File: config.mk
export PLATFORM = sky130hd
export DESIGN_NAME = cache_control
export DESIGN_NICKNAME = d
export VERILOG_FILES = /design/src/rtl/cache_pkg.sv /design/src/rtl/cache_tag_cmp.sv /design/src/rtl/cache_control.sv
export SDC_FILE = /design/constraint.sdc
export NUM_CORES = 1
export LEC_CHECK = 0
export BUFFER_PORTS_ARGS = -buffer_cell sky130_fd_sc_hd__buf_2
export CORE_ASPECT_RATIO = 1.2
export CORE_MARGIN = 1.5
export CORE_UTILIZATION = 47
export DETAILED_ROUTE_END_ITERATION = 12
export GPL_TIMING_DRIVEN = 0
export PLACE_DENSITY = 0.86
export SYNTH_ARGS = -nofsm -noshare
export SYNTH_HDL_FRONTEND = slang
export SYNTH_SLANG_ARGS = --single-unit
File: constraint.sdc
create_clock -name clk -period 2.8 [get_ports clk]
set_clock_uncertainty 0.1 [all_clocks]
set_input_delay 0.42 -clock clk [delete_from_list [all_inputs] [get_ports clk]]
set_output_delay 0.42 -clock clk [all_outputs]
set_load 0.005 [all_outputs]
File: src/rtl/cache_pkg.sv
// Shared types and address-field widths for the two-way cache controller.
package cache_pkg;

    localparam int INDEX_W  = 3;
    localparam int OFFSET_W = 5;
    localparam int TAG_W    = 32 - INDEX_W - OFFSET_W;

    typedef enum logic [1:0] {
        IDLE,
        CHECK,
        WRITEBACK,
        ALLOCATE
    } state_t;

endpackage

File: src/rtl/cache_tag_cmp.sv
// Two-way tag comparator. Way 0 takes priority when both ways match.
module cache_tag_cmp #(
    parameter int TAG_W = cache_pkg::TAG_W
) (
    input  logic [TAG_W-1:0] mem_tag,
    input  logic [TAG_W-1:0] tag0,
    input  logic [TAG_W-1:0] tag1,
    input  logic             valid0,
    input  logic             valid1,
    output logic             hit0,
    output logic             hit1,
    output logic             hit,
    output logic             hit_way
);

    assign hit0    = valid0 & (tag0 == mem_tag);
    assign hit1    = valid1 & (tag1 == mem_tag);
    assign hit     = hit0 | hit1;
    assign hit_way = ~hit0 & hit1;

endmodule

File: src/rtl/cache_control.sv
// Two-way set-associative cache control FSM with write-back, LRU update and
// hit/miss performance counters.
module cache_control #(
    parameter int TAG_W = cache_pkg::TAG_W,
    parameter int CNT_W = 16
) (
    input  logic             clk,
    input  logic             rst,
    input  logic             mem_read,
    input  logic             mem_write,
    input  logic [TAG_W-1:0] mem_tag,
    input  logic [TAG_W-1:0] tag0,
    input  logic [TAG_W-1:0] tag1,
    input  logic             valid0,
    input  logic             valid1,
    input  logic             dirty0,
    input  logic             dirty1,
    input  logic             lru,
    input  logic             pmem_resp,
    output logic             mem_resp,
    output logic             pmem_read,
    output logic             pmem_write,
    output logic             pmem_addr_sel,
    output logic             way_sel,
    output logic             data_in_sel,
    output logic             load_data0,
    output logic             load_data1,
    output logic             load_tag0,
    output logic             load_tag1,
    output logic             load_valid0,
    output logic             load_valid1,
    output logic             load_dirty0,
    output logic             load_dirty1,
    output logic             load_lru,
    output logic             valid_in,
    output logic             dirty_in,
    output logic             lru_in,
    output logic [CNT_W-1:0] hit_count,
    output logic [CNT_W-1:0] miss_count
);

    import cache_pkg::*;

    state_t           r_state;
    state_t           w_next_state;
    logic [CNT_W-1:0] r_hit_count;
    logic [CNT_W-1:0] r_miss_count;
    logic             r_retry;
    logic             w_hit0;
    logic             w_hit1;
    logic             w_hit;
    logic             w_hit_way;
    logic             w_victim;
    logic             w_victim_dirty;
    logic             w_pmem_done;
    logic             w_hit_inc;
    logic             w_miss_inc;

    cache_tag_cmp #(.TAG_W(TAG_W)) u_tag_cmp (
        .mem_tag (mem_tag),
        .tag0    (tag0),
        .tag1    (tag1),
        .valid0  (valid0),
        .valid1  (valid1),
        .hit0    (w_hit0),
        .hit1    (w_hit1),
        .hit     (w_hit),
        .hit_way (w_hit_way)
    );

    assign w_victim       = lru;
    assign w_victim_dirty = w_victim ? (valid1 & dirty1) : (valid0 & dirty0);
    // A line arriving in the reset cycle must not be written into the arrays.
    assign w_pmem_done    = pmem_resp & ~rst;
    assign hit_count      = r_hit_count;
    assign miss_count     = r_miss_count;

    // NOTE: sequential state uses non-blocking assignments so every register
    // samples the pre-edge value of every other register.
    always_ff @(posedge clk) begin
        if (rst) begin
            r_state      <= IDLE;
            r_hit_count  <= '0;
            r_miss_count <= '0;
            r_retry      <= 1'b0;
        end else begin
            r_state <= w_next_state;
            if (w_hit_inc)  r_hit_count  <= r_hit_count + 1'b1;
            if (w_miss_inc) r_miss_count <= r_miss_count + 1'b1;
            if (r_state == ALLOCATE && w_pmem_done) r_retry <= 1'b1;
            else if (r_state == CHECK)              r_retry <= 1'b0;
        end
    end

    // NOTE: every output gets a default before the case so no latch is
    // inferred and unnamed strobes stay low in each state.
    always_comb begin
        w_next_state  = r_state;
        w_hit_inc     = 1'b0;
        w_miss_inc    = 1'b0;
        mem_resp      = 1'b0;
        pmem_read     = 1'b0;
        pmem_write    = 1'b0;
        pmem_addr_sel = 1'b0;
        way_sel       = 1'b0;
        data_in_sel   = 1'b0;
        load_data0    = 1'b0;
        load_data1    = 1'b0;
        load_tag0     = 1'b0;
        load_tag1     = 1'b0;
        load_valid0   = 1'b0;
        load_valid1   = 1'b0;
        load_dirty0   = 1'b0;
        load_dirty1   = 1'b0;
        load_lru      = 1'b0;
        valid_in      = 1'b0;
        dirty_in      = 1'b0;
        lru_in        = 1'b0;
        case (r_state)
            IDLE: begin
                if (mem_read | mem_write) w_next_state = CHECK;
            end
            CHECK: begin
                if (w_hit) begin
                    mem_resp     = 1'b1;
                    load_lru     = 1'b1;
                    lru_in       = ~w_hit_way;
                    way_sel      = w_hit_way;
                    w_hit_inc    = ~r_retry;
                    w_next_state = IDLE;
                    if (mem_write) begin
                        data_in_sel = 1'b0;
                        dirty_in    = 1'b1;
                        load_data0  = ~w_hit_way;
                        load_data1  = w_hit_way;
                        load_dirty0 = ~w_hit_way;
                        load_dirty1 = w_hit_way;
                    end
                end else begin
                    w_miss_inc   = 1'b1;
                    w_next_state = w_victim_dirty ? WRITEBACK : ALLOCATE;
                end
            end
            WRITEBACK: begin
                pmem_write    = 1'b1;
                pmem_addr_sel = 1'b1;
                way_sel       = w_victim;
                if (pmem_resp) w_next_state = ALLOCATE;
            end
            ALLOCATE: begin
                pmem_read = 1'b1;
                if (w_pmem_done) begin
                    way_sel      = w_victim;
                    data_in_sel  = 1'b1;
                    valid_in     = 1'b1;
                    load_data0   = ~w_victim;
                    load_data1   = w_victim;
                    load_tag0    = ~w_victim;
                    load_tag1    = w_victim;
                    load_valid0  = ~w_victim;
                    load_valid1  = w_victim;
                    load_dirty0  = ~w_victim;
                    load_dirty1  = w_victim;
                    w_next_state = CHECK;
                end
            end
            default: w_next_state = IDLE;
        endcase
    end

endmodule

==> impl_metrics.py, run 1 <==
metrics = {
    "status": {
        "outcome": "finished, final reports clean",
    },
    "setup_path": {
        "regToRegEndpoint": "miss_count[14]$_SDFFE_PP0P_",
        "r2r_cells": 8,
        "cp.required_ns": 2.28,
        "slowest_stage": "or4_4",
        "path_cells": "buf_2 -> xnor2_1 -> nand4_1 -> or4_4 -> nor2_4 -> buf_6 -> nand2b_1 -> o21bai_1 -> buf_4 -> buf_2",
        "regToRegSetupSlack_ns": 0.42,
        "cp_data_arrival_time_ns": 2.22,
        "start_kind": "input port",
        "max_stage_delay_ns": 0.57,
        "crit_type": "input port to primary output",
        "crit_buf_inv": 4,
        "cp_max_fo": 10,
        "r2r-start": "r_state[1]$_SDFFE_PP0P_",
        "cp_top_family": "simple AND/OR/NAND/NOR gates",
        "endpoint_kind": "primary output",
        "path_common_cell": "buf_2",
    },
    "logic_synthesis": {
        "synth-warning-count": 0,
        "synth_ff_type": "dfxtp_1",
        "ys_async_sr_fraction_pct": 0,
        "post-synth-top-count-cell": "xnor2_1",
        "ys_ff_latch": 35,
        "syn_inst": 344,
        "synth_edf_count": 0,
        "synth.top_cells.by_count": "xnor2_1, dfxtp_1, nor2_1",
        "synth_area_leaders": "dfxtp_1, xnor2_1, nand4_1",
        "seq_area_frac_synth_pct": 25.56,
        "syn_nets": 433,
        "synth_top_area_cell": "dfxtp_1",
        "ys_types": 44,
        "synth.top_cell.area_share_pct": 25.56,
        "postSynthAreaPerCell_um2": 7.969,
        "netlist_area_um2": 2741,
    },
    "sta": {
        "fin_setup_tns_ns": 0,
        "setup_viol": 0,
        "slew_viol_final": 0,
        "finalCritPeriodShare_pct": 97.77,
        "maxSlewHeadroom_pct": 66.86,
        "grt_setup_unrepaired": "no",
        "hold_viol": 0,
        "worst_slack_ns": 0.06233,
        "max_freq_ghz": 0.3653,
        "worst_pin_slew_ns": 0.4971,
        "period_minus_slack_ns": 2.738,
    },
    "hold_path": {
        "hold_start": "pmem_resp",
        "whs_endpoint": "r_retry$_SDFFE_PP0P_",
        "hold_class": "input port to flip-flop",
        "whs_path_depth": 3,
    },
    "routing": {
        "drt_iter0_markers": 146,
        "drc_errors": 0,
        "post_drt_wl_per_cell_um": 14.53,
        "vias": 3099,
        "routed_wl_um": 7991,
        "ant_nets": 0,
        "viasPerCell": 5.635,
        "drtPass1Iterations": 4,
    },
    "run": {
        "cap_violations": 0,
    },
    "floorplan": {
        "die_h_um": 86.66,
        "die_area_um2": 6302,
        "initial_core_util_pct": 48.69,
        "dieWidth_um": 72.72,
        "ios": 132,
        "rows": 30,
        "core_um2": 5630,
    },
    "power": {
        "ir_drop_uv": 215.0,
        "p_total_mw": 1.465,
        "p_leak_nw": 1.641,
        "power_density_nw_per_um2": 394.9,
    },
    "clocking": {
        "cts.path.max_buffers": 2,
        "clkSlewWorstSetupHoldPaths_ns": 0.07,
        "htree_num_levels": 2,
        "insertion_delay_ns": 0.29,
        "clock_sinks": 35,
        "root_buffer": "clkbuf_8",
        "cts_tree": "yes",
        "cts_made_buffers": 5,
    },
    "finish": {
        "antennaDiodeCount": 0,
        "drive_above_1_share_pct": 38.48,
        "num-nets-final": 574,
        "syn_to_final_growth_pct": 35.37,
    },
    "global_route": {
        "track_usage_pct": 25.40,
        "grt_remaining_overflow": 0,
        "grt_max_degree": 14,
        "antenna_found_initial": 0,
        "grt_pass1_vias": 2865,
        "grt_pass1_wl_um": 12560,
    },
    "placement": {
        "io_buffers": 131,
        "hpwl_um": 6387,
        "place_ws_ns": -0.2985,
        "place_congestion": 0.9743,
    },
}
-- report_power, final --
part           leakage (nW)  internal, mW  switching [mW]
clock                0.0515         0.225           0.184
combinational          1.31         0.230           0.280
sequential            0.282         0.521          0.0268
total                  1.64         0.975           0.490
-- worst reg2reg max path, stage by stage (launching register included) --
cell and delay [ns]:
dfxtp_1 0.33, inv_1 0.13, ha_1 0.25, inv_1 0.09, a21o_2 0.23, buf_4 0.16, buf_2 0.17, nor4_1 0.43
mux2_2 0.38
-- sequential cells by signal (all words and copies together), names as in the netlist --
name and count:
hit_count 16, miss_count 16, r_retry 1, r_state 2
-- layout by cell type (no fill, tap or decap), drive strengths merged, types with 14 or more instances in the layout --
| cell type | count |
|---|---|
| nor2b | 17 |
| a21oi | 16 |
| or4 | 14 |
| nand4 | 22 |
| nor2 | 26 |
| clkbuf | 15 |
| xnor2 | 41 |
| dfxtp | 35 |
| buf | 148 |
| nand3 | 14 |
| nand2 | 19 |
-- cells by family after synthesis --
logic type               share of synthesized area, %
XOR/XNOR                                        15.34
AND/OR/NAND/NOR                                 33.23
multiplexers                                    5.705
adder cells (fa/ha/maj)                         3.195
AO/OA/AOI/OAI                                   10.86
flip-flops                                      25.56
buffers and inverters                           6.116
-- how the worst max path moves through the flow --
| stage | endpoint | cells after the start | start | slack, ns |
|---|---|---|---|---|
| after floorplan | load_dirty1 | 8 | mem_tag[9] | 0.30 |
| after global placement | load_dirty1 | 10 | mem_tag[2] | -0.30 |
| after detailed placement | load_dirty1 | 10 | mem_tag[2] | -0.30 |
| after CTS | load_dirty1 | 9 | mem_tag[12] | 0.003 |
| after global routing | load_dirty1 | 10 | mem_tag[6] | 0.007 |
| final | load_dirty1 | 10 | mem_tag[17] | 0.06 |
-- per-stage QoR --
step	cell area, um2	hold WS [ns]	utilization, %	instances
after floorplan	2741	0.3682	-	344
after global placement	3477	0.3630	61.76	539
after detailed placement	3477	0.3814	61.76	539
after CTS	3647	0.3913	64.78	546
after global routing	3711	0.4221	65.91	550
final	3711	0.4001	65.91	550
-- cell type report --
| class | count | area [um2] |
|---|---|---|
| Multi-Input combinational cell | 275 | 1974 |
| Fill cell | 470 | 1919 |
| Sequential cell | 35 | 700.7 |
| Timing Repair Buffer | 135 | 685.7 |
| Buffer | 20 | 121.4 |
| Clock buffer | 8 | 100.1 |
| Tap cell | 64 | 80.08 |
| Inverter | 13 | 48.80 |
-- layer usage --
metal / global-route usage, % / up-vias / wire, um
li1: - / 1512 / -
met1: 26.16 / 1413 / 2944
met2: 48.79 / 150 / 4377
met3: 3.953 / 24 / 440
met4: 12.18 / 0 / 229
met5: 0 / - / 0
-- timing repair --
| action | 4_1_cts | 5_1_grt |
|---|---|---|
| gates resized for setup | 12 | 6 |
| hold buffers | 0 | 0 |
| setup buffers | 0 | 4 |
| endpoints found under the setup margin | 3 | 3 |
| pin swaps | 0 | 2 |
(Power assumes the default switching activity.)
==> run 2, diff against run 1 <==
- ABC_AREA: not set -> 1
- CORE_UTILIZATION: 47 -> 51
- PLACE_DENSITY: 0.86 -> 0.87
==> run 2 against run 1 <==
Compared with the run above: clock power grew 9.3%; global-route usage up 5.6 points; non-clock buffer count decreased by 5; die area is 23% higher; worst hold slack better by 0.0043 ns; utilization barely moved; largest cell class unchanged; sequential cell count stayed put; highest routed layer unchanged; fmax grew 3.4%; worst setup slack better by 0.090 ns; wire length is 48% higher; synthesized area increased by 34%.
==> impl_metrics.py, run 2 <==
metrics = {
    "logic_synthesis": {
        "synth_top_area_cell": "nand2_1",
        "netlist_area_um2": 3677,
        "synth_area_leaders": "nand2_1, dfxtp_1, inv_1",
        "ys_async_sr_fraction_pct": 0,
        "syn_nets": 731,
        "post-synth-top-count-cell": "nand2_1",
        "synth.top_cells.by_count": "nand2_1, inv_1, nor2_1",
        "synth.top_cell.area_share_pct": 21.23,
        "ys_types": 36,
        "synth_ff_type": "dfxtp_1",
        "ys_ff_latch": 35,
        "postSynthAreaPerCell_um2": 5.728,
        "seq_area_frac_synth_pct": 19.05,
        "synth_edf_count": 0,
        "synth-warning-count": 0,
        "syn_inst": 642,
    },
    "routing": {
        "post_drt_wl_per_cell_um": 13.62,
        "drc_errors": 0,
        "wl_met1_um": 4576,
        "drt_iter0_markers": 366,
        "ant_nets": 0,
        "drtPass1Iterations": 5,
        "viasPerCell": 5.270,
        "wl_met3_um": 1000,
        "routed_wl_um": 11790,
        "vias": 4564,
        "highest_layer": "met4",
        "dr_wl_met2_um": 5776,
    },
    "global_route": {
        "grt_remaining_overflow": 0,
        "grt_pass1_vias": 4234,
        "grt_pass1_wl_um": 18800,
        "track_usage_pct": 31.04,
        "antenna_found_initial": 0,
        "grt_max_degree": 11,
    },
    "floorplan": {
        "dieWidth_um": 80.52,
        "core_um2": 6895,
        "ios": 132,
        "initial_core_util_pct": 53.33,
        "die_h_um": 96.02,
        "die_area_um2": 7731,
        "rows": 33,
    },
    "placement": {
        "io_buffers": 131,
        "hpwl_um": 9660,
        "place_congestion": 1.034,
        "place_inst": 860,
    },
    "sta": {
        "hold-worst-slack_ns": 0.4044,
        "finalCritPeriodShare_pct": 94.57,
        "grt_setup_unrepaired": "no",
        "max_freq_ghz": 0.3777,
        "slew_viol_final": 0,
        "fin_setup_tns_ns": 0,
        "hold_viol": 0,
        "maxSlewHeadroom_pct": 54.02,
        "period_minus_slack_ns": 2.648,
        "worst_pin_slew_ns": 0.6896,
        "setup_viol": 0,
    },
    "finish": {
        "syn_to_final_growth_pct": 23.55,
        "fin_util_pct": 65.89,
        "final_cells": 866,
        "antennaDiodeCount": 0,
        "final_common_cell": "nand2_1",
        "drive_above_1_share_pct": 23.88,
        "layout_common_cells": "nand2_1, buf_2, inv_1",
        "num-nets-final": 868,
    },
    "power": {
        "power_density_nw_per_um2": 342.4,
        "p_total_mw": 1.555,
        "p_leak_nw": 2.434,
        "ir_drop_uv": 270.2,
    },
    "clocking": {
        "cts_made_buffers": 5,
        "clock_sinks": 35,
        "clkSlewWorstSetupHoldPaths_ns": 0.07,
        "root_buffer": "clkbuf_8",
        "insertion_delay_ns": 0.29,
        "cts_tree": "yes",
        "htree_num_levels": 2,
        "cts.path.max_buffers": 2,
        "post_cts_buffers": 0,
    },
    "setup_path": {
        "r2r_cells": 7,
        "cp_data_arrival_time_ns": 2.13,
        "start_kind": "flip-flop",
        "cp_max_fo": 10,
        "endpoint_kind": "primary output",
        "regToRegEndpoint": "miss_count[14]$_SDFFE_PP0P_",
        "crit_type": "flip-flop to primary output",
        "cp.required_ns": 2.28,
        "r2r-start": "miss_count[0]$_SDFFE_PP0P_",
        "regToRegSetupSlack_ns": 0.75,
    },
    "hold_path": {
        "hold_start": "hit_count[13]$_SDFFE_PP0P_",
        "whs_path_depth": 2,
        "whs_endpoint": "hit_count[13]$_SDFFE_PP0P_",
        "hold_class": "flip-flop to flip-flop",
    },
    "status": {
        "outcome": "finished, final reports clean",
    },
    "run": {
        "cap_violations": 0,
    },
}
## run 2: critical path, cell delays in order, from the launching register on
cell and delay (ns):
dfxtp_1 0.34, inv_1 0.11, ha_2 0.36, a21boi_4 0.35
nand4_1 0.22, o21bai_1 0.22, buf_4 0.13, buf_2 0.10
## run 2: routing by layer
layer	vias up	GRT usage (%)
li1	2281	-
met1	1990	34.99
met2	252	57.56
met3	41	4.550
met4	0	13.07
met5	-	0
## run 2: per-stage QoR
| stage | setup WS [ns] | cell area, um2 |
|---|---|---|
| final | 0.1522 | 4543 |
| after global routing | 0.06747 | 4543 |
| after CTS | 0.07823 | 4541 |
| after detailed placement | 0.2456 | 4442 |
| after global placement | 0.3006 | 4442 |
| after floorplan | 0.6381 | 3677 |
## run 2: how the worst max path moves through the flow
stage,from,to,slack (ns)
3_5_place_dp,r_state[1]$_SDFFE_PP0P_,load_dirty1,0.25
3_3_place_gp,mem_tag[20],load_dirty1,0.30
2_1_floorplan,r_state[1]$_SDFFE_PP0P_,load_dirty1,0.64
6_report,r_state[1]$_SDFFE_PP0P_,load_dirty1,0.15
5_1_grt,r_state[1]$_SDFFE_PP0P_,load_dirty1,0.07
4_1_cts,r_state[1]$_SDFFE_PP0P_,load_dirty1,0.08
## run 2: what timing repair did
item                                    4_1_cts  5_1_grt
endpoints found under the setup margin        1        1
pin swaps                                     0        0
hold buffers                                  0        0
resized for setup                             0        1
cloned                                        0        0
## run 2: cells by family (layout without fill, tap and decap cells)
group / after synthesis / after routing / share of synthesized area, %
XOR/XNOR: 41 / 41 / 9.765
AND/OR/NAND/NOR: 391 / 391 / 47.09
adder cells (fa/ha/maj): 7 / 7 / 2.382
flip-flops: 35 / 35 / 19.05
buffers and inverters: 121 / 258 / 13.81
AO/OA/AOI/OAI: 47 / 47 / 7.894
## run 2: power by group
part	switching, mW	internal [mW]	total, mW
registers	0.0196	0.516	0.535
logic	0.359	0.215	0.574
clock network	0.185	0.261	0.446
total	0.564	0.992	1.56
## run 2: final cells by class
type | instances | area (um2)
clock buffers | 6 | 72.57
flip-flops and latches | 35 | 700.7
well taps | 87 | 108.9
fillers | 652 | 2352
inverters | 101 | 379.1
repair buffers | 131 | 655.6
multi-input cells | 486 | 2471
plain buffers | 19 | 125.1
clock inverters | 1 | 30.03
